**config.mk**
```make
export PLATFORM = sky130hd
export DESIGN_NAME = fetch_pair_splitter
export DESIGN_NICKNAME = d
export VERILOG_FILES = /design/src/rtl/fetch_pair_splitter_pkg.sv /design/src/rtl/fetch_pair_splitter.sv
export SDC_FILE = /design/constraint.sdc
export NUM_CORES = 1
export LEC_CHECK = 0
export ABC_AREA = 1
export CAP_MARGIN = 20
export CORE_MARGIN = 10
export CORE_UTILIZATION = 40
export CTS_CLUSTER_DIAMETER = 120
export DETAILED_ROUTE_END_ITERATION = 7
export PLACE_DENSITY = 0.91
export SETUP_SLACK_MARGIN = 0.02
export SYNTH_ARGS = -nofsm -noshare
export SYNTH_HDL_FRONTEND = slang
export SYNTH_SLANG_ARGS = --single-unit
```
**constraint.sdc**
```tcl
create_clock -name clk -period 2.85 [get_ports clk]
set_input_delay 0.855 -clock clk [delete_from_list [all_inputs] [get_ports clk]]
set_output_delay 0.855 -clock clk [all_outputs]
set_load 0.1 [all_outputs]
```
**src/rtl/fetch_pair_splitter_pkg.sv**
```systemverilog
// Shared types and helpers for the fetch staging / decode-side stages.
// Compaction is expressed as a slot-select decode so it is independent of payload width.
package fetch_pair_splitter_pkg;

   typedef enum logic [1:0] {
      EMPTY = 2'd0,
      ONE   = 2'd1,
      TWO   = 2'd2
   } count_t;

   localparam logic [1:0] MASK_OLD   = 2'b01;
   localparam logic [1:0] MASK_YOUNG = 2'b10;

   typedef struct packed {
      count_t cnt;
      logic   a_sel_young;   // slot A takes the younger word (only old lane empty)
   } compact_t;

   function automatic compact_t compact(input logic [1:0] mask);
      compact_t c;
      c.cnt         = EMPTY;
      c.a_sel_young = 1'b0;
      case (mask)
         MASK_OLD | MASK_YOUNG: c.cnt = TWO;
         MASK_OLD:              c.cnt = ONE;
         MASK_YOUNG: begin
            c.cnt         = ONE;
            c.a_sel_young = 1'b1;
         end
         default:               c.cnt = EMPTY;
      endcase
      return c;
   endfunction

endpackage

```
**src/rtl/fetch_pair_splitter.sv**
```systemverilog
// Two-slot staging register in front of the dual-push instruction FIFO.
// Keeps the oldest valid instruction in slot A and drains in program order.
module fetch_pair_splitter
   import fetch_pair_splitter_pkg::*;
#(
   parameter int DW = 16
) (
   input  logic          clk,
   input  logic          rst,
   input  logic          valid_flush,
   input  logic          in_valid,
   output logic          in_ready,
   input  logic [1:0]    in_mask,
   input  logic [DW-1:0] in_data_0,
   input  logic [DW-1:0] in_data_1,
   output logic          push_1,
   input  logic          ready_1,
   output logic [DW-1:0] push_data_1,
   output logic          push_2,
   input  logic          ready_2,
   output logic [DW-1:0] push_data_2,
   output logic          busy
);

   count_t        count, count_n;
   logic [DW-1:0] slot_a, slot_b, slot_a_n, slot_b_n;
   logic          drained_all, partial, accept;
   compact_t      cmp;

   // push_2 also requires ready_1 so port 2 can never fire alone
   assign push_1      = (count != EMPTY) & ready_1 & ~valid_flush;
   assign push_2      = (count == TWO) & ready_1 & ready_2 & ~valid_flush;
   assign push_data_1 = slot_a;
   assign push_data_2 = slot_b;
   assign busy        = (count != EMPTY);

   assign drained_all = (count == EMPTY) | ((count == ONE) & push_1) | ((count == TWO) & push_2);
   assign partial     = (count == TWO) & push_1 & ~push_2;
   assign in_ready    = drained_all & ~valid_flush;
   assign accept      = in_valid & in_ready;
   assign cmp         = compact(in_mask);

   always_comb begin
      count_n  = count;
      slot_a_n = slot_a;
      slot_b_n = slot_b;
      if (valid_flush) begin
         count_n = EMPTY;
      end else if (accept) begin
         count_n  = cmp.cnt;
         slot_a_n = cmp.a_sel_young ? in_data_1 : in_data_0;
         slot_b_n = in_data_1;
      end else if (drained_all) begin
         count_n = EMPTY;
      end else if (partial) begin
         count_n  = ONE;
         slot_a_n = slot_b;
      end
   end

   always_ff @(posedge clk or posedge rst) begin
      if (rst) count <= EMPTY;
      else     count <= count_n;
   end

   // payload registers carry no reset; count qualifies them
   always_ff @(posedge clk) begin
      slot_a <= slot_a_n;
      slot_b <= slot_b_n;
   end

endmodule

```
==> implementation parameters <==
Parameter                              Value

STA
  Period utilization ... 0.941
  RSZ-0062 raised after global routing ... no
  Actual transition at the worst max-transition pin ... 0.293 ns
  Fin Setup TNS ... 0 ns
  Min Clock Period, post-route ... 2.68 ns
  Worst rel slew slack ... 0.806
  Final hold violations ... 0
  Slew Viols, Final ... 0
  Final Skew ... 0.00594 ns
  Fmax ... 373 MHz
  Setup Viol. Count Final ... 0

Global routing
  Global Route Usage Sum ... 0.124
  Initial antenna violation count ... 0
  Global-route wire length before repair ... 6.81 mm
  Vias in the first global route ... 1313
  GR Overflow Total ... 0
  Pin count of the biggest net entering global routing ... 19

Power
  Max rail drop VDD ... 376 uV
  Net switching power of the design ... 483 uW
  Net switching share of the total power ... 0.353
  Total Power Consumption ... 1370 uW
  Sequential power share ... 0.437
  Part of the total power dissipated in the clock network ... 0.246
  Combinational group share of total power ... 0.318
  Internal power of the cells ... 884 uW
  Power per cell area ... 545 nW/um^2
  Leakage dissipation ... 0.00104 uW

Hold path
  Hold Path Class ... flop to flop
  Launch instance of the worst min-delay path ... push_data_2[1]

Placed design
  Weighted congestion at the end of routability-driven global placement ... 0.802
  Half-perimeter wire length after placement ... 3.55 mm
  Cell area after placement ... 2410 sq um
  Number of input and output port buffers inserted ... 75

Drt
  Per-cell routed wire length ... 16.9 microns
  Detailed Routing Iterations Pass 1 ... 4
  Drt first-iter violations ... 40
  Number of antenna-violating nets in the routed design ... 0
  Wire length reported by the detailed router ... 4.28 mm
  DRC violation count after routing ... 0
  Detailed-route via count ... 1152
  DR vias/cell ... 4.55

Worst setup path
  Startpoint of the worst-slack reg-to-reg timing path ... count[0]
  Biggest fanout along the worst timing path ... 3
  Launch point of the critical path ... ready_2
  Worst Path Class, Setup ... input port to output pin
  Cells on worst reg2reg path ... 8
  Data arrival time of the critical path ... 1.83 ns
  CP max-delay cell ... clkdlybuf4s50_1
  Worst reg2reg endpoint ... push_data_1[15]
  Number of buffer and inverter stages on the critical path ... 2
  Last element of the critical path ... in_ready
  Maximum single-stage delay on the critical path ... 0.50 ns
  Largest delay contributor family on the critical path ... buffers and inverters
  Cells along the critical path ... clkdlybuf4s50_1 -> nand3_4 -> a21oi_4 -> buf_12
  Launching element type of the critical path ... input port
  Kind of capture point of the worst setup path ... output pin
  Instance count on the critical path ... 4
  Worst endpoint required time ... 2.00 ns
  Reg-to-reg setup timing slack ... 1.20 ns

CTS
  CTS HTree Levels ... 2
  Clock Root Buffer ... clkbuf_8
  Postcts setup bufs ... 0
  Clock insertion delay at the later pin of the skew report ... 0.29 ns
  Worst-path clk slew ... 0.07 ns
  TritonCTS Buffers ... 5
  Clock tree from TritonCTS ... yes
  CTS max path bufs ... 2
  Number of clock sinks ... 34

Floorplanning
  Initial Util ... 0.426
  Die Outline Area ... 6960 sq um
  Total number of placement rows ... 22
  Die Ht ... 83.4 microns
  Io pins ... 76
  Core outline area ... 3770 sq um
  Horizontal die dimension ... 83.4 microns

Yosys
  Flip-flop cell with the highest count after synthesis ... edfxtp_1
  Netlist cell types ... 19
  Mean post-synth cell area ... 13.7 sq um
  Async set-or-reset flop fraction in the synthesized netlist ... 0.0588
  Count of flip-flops with a built-in enable after synthesis ... 32
  YS warnings ... 0
  Seq/Total Area, Yosys ... 0.629
  Number of instances in the synthesized netlist ... 117
  Post-synth design cell area ... 1610 sq um
  Post-Syn Nets ... 159
  FF+latch count, synth ... 34

Final layout
  Register Area ... 1010 sq um
  Commonest cells after routing, fill and taps aside ... 42 x buf_4, 37 x clkdlybuf4s50_1, 32 x edfxtp_1
  Number of inserted filler cells in the final layout ... 273
  Layout cells sized above 1 ... 0.400
  Final Net Count ... 246
  Post-route standard cell area excluding fillers ... 2510 sq um
  Area growth from synthesis to final layout ... 56.0%
  Number of antenna cells inserted ... 0
  Commonest non-fill, non-tap cell in the layout ... buf_4
  Area of combinational cells with multiple inputs ... 539 sq um

Status
  Status ... finished, final reports clean

Flow run
  Max-capacitance violation count ... 0
## worst reg2reg max path: cells and delay by family, from the launching register on
family	cells	cell delay (ns)
buffers and inverters	2	0.37
AOI/OAI and AO/OA	1	0.06
DFF	1	0.45
and+or+nand+nor	5	0.53
## power groups by stage
stage                     registers (uW)  logic [uW]  clock network [uW]
after floorplan                      782         123                   0
after global placement               606         431                   0
after detailed placement             608         436                   0
after CTS                            597         439                 344
after global routing                 600         454                 372
final                                597         434                 336
## what timing repair did
action / CTS / global route
pin swaps: 0 / 2
hold buffers: 0 / 0
gates resized for setup: 4 / 1
endpoints found under the setup margin: 1 / 1
## kinds of logic after synthesis
group           count (synthesis)  share of synthesized area
buf+inv                        13                     0.0475
simple gates                   33                      0.109
fa+ha+maj                       2                     0.0156
flops                          34                      0.629
compound gates                 19                     0.0996
mux                            16                     0.0996
## worst min path at each step
| stage | endpoint | depth (start not counted) |
|---|---|---|
| 5_1_grt | push_data_1[1] | 2 |
| 4_1_cts | push_data_1[1] | 2 |
| 2_1_floorplan | count[1] | 2 |
| 3_5_place_dp | push_data_1[1] | 2 |
| 3_3_place_gp | push_data_1[15] | 2 |
| 6_report | push_data_1[1] | 2 |
## cell usage after synthesis (2+ instances only)
cell	instances	share of area
buf_6	3	0.021
dfrtp_1	2	0.031
edfxtp_1	32	0.60
ha_1	2	0.016
inv_1	6	0.014
inv_2	2	0.0047
mux2i_1	16	0.10
nand2_1	20	0.047
nand2_2	5	0.019
nand3_4	2	0.022
nor2_1	3	0.0070
o211ai_1	2	0.0093
o21ai_2	16	0.087
## metrics by stage
step,util,cells,worst slack (ns),hold WS (ns)
4_1_cts,0.665,253,0.0299,0.555
5_1_grt,0.665,253,0.120,0.566
3_3_place_gp,0.640,245,-0.00790,0.536
3_5_place_dp,0.640,245,-0.0492,0.538
6_report,0.665,253,0.168,0.553
2_1_floorplan,-,117,-0.0753,0.554
## cell type report
class / instances / share of cell area
Clock inverter: 2 / 0.00349
Sequential cell: 34 / 0.403
Multi-Input combinational cell: 70 / 0.215
Timing Repair Buffer: 85 / 0.314
Inverter: 8 / 0.0120
Tap cell: 48 / 0.0239
Clock buffer: 6 / 0.0289
## state kept, by name, indices dropped and copies added (netlist names)
name and count:
push_data_1 16, count 2, push_data_2 16
## routing by layer
| layer | global-route usage | vias to the layer above | share of wire |
|---|---|---|---|
| met5 | 0 | - | 0 |
| met2 | 0.235 | 39 | 0.58 |
| li1 | - | 591 | - |
| met3 | 0.0518 | 5 | 0.060 |
| met4 | 0.0462 | 0 | 0.011 |
| met1 | 0.112 | 517 | 0.35 |
Note: power is estimated with default switching activity, not from simulation.
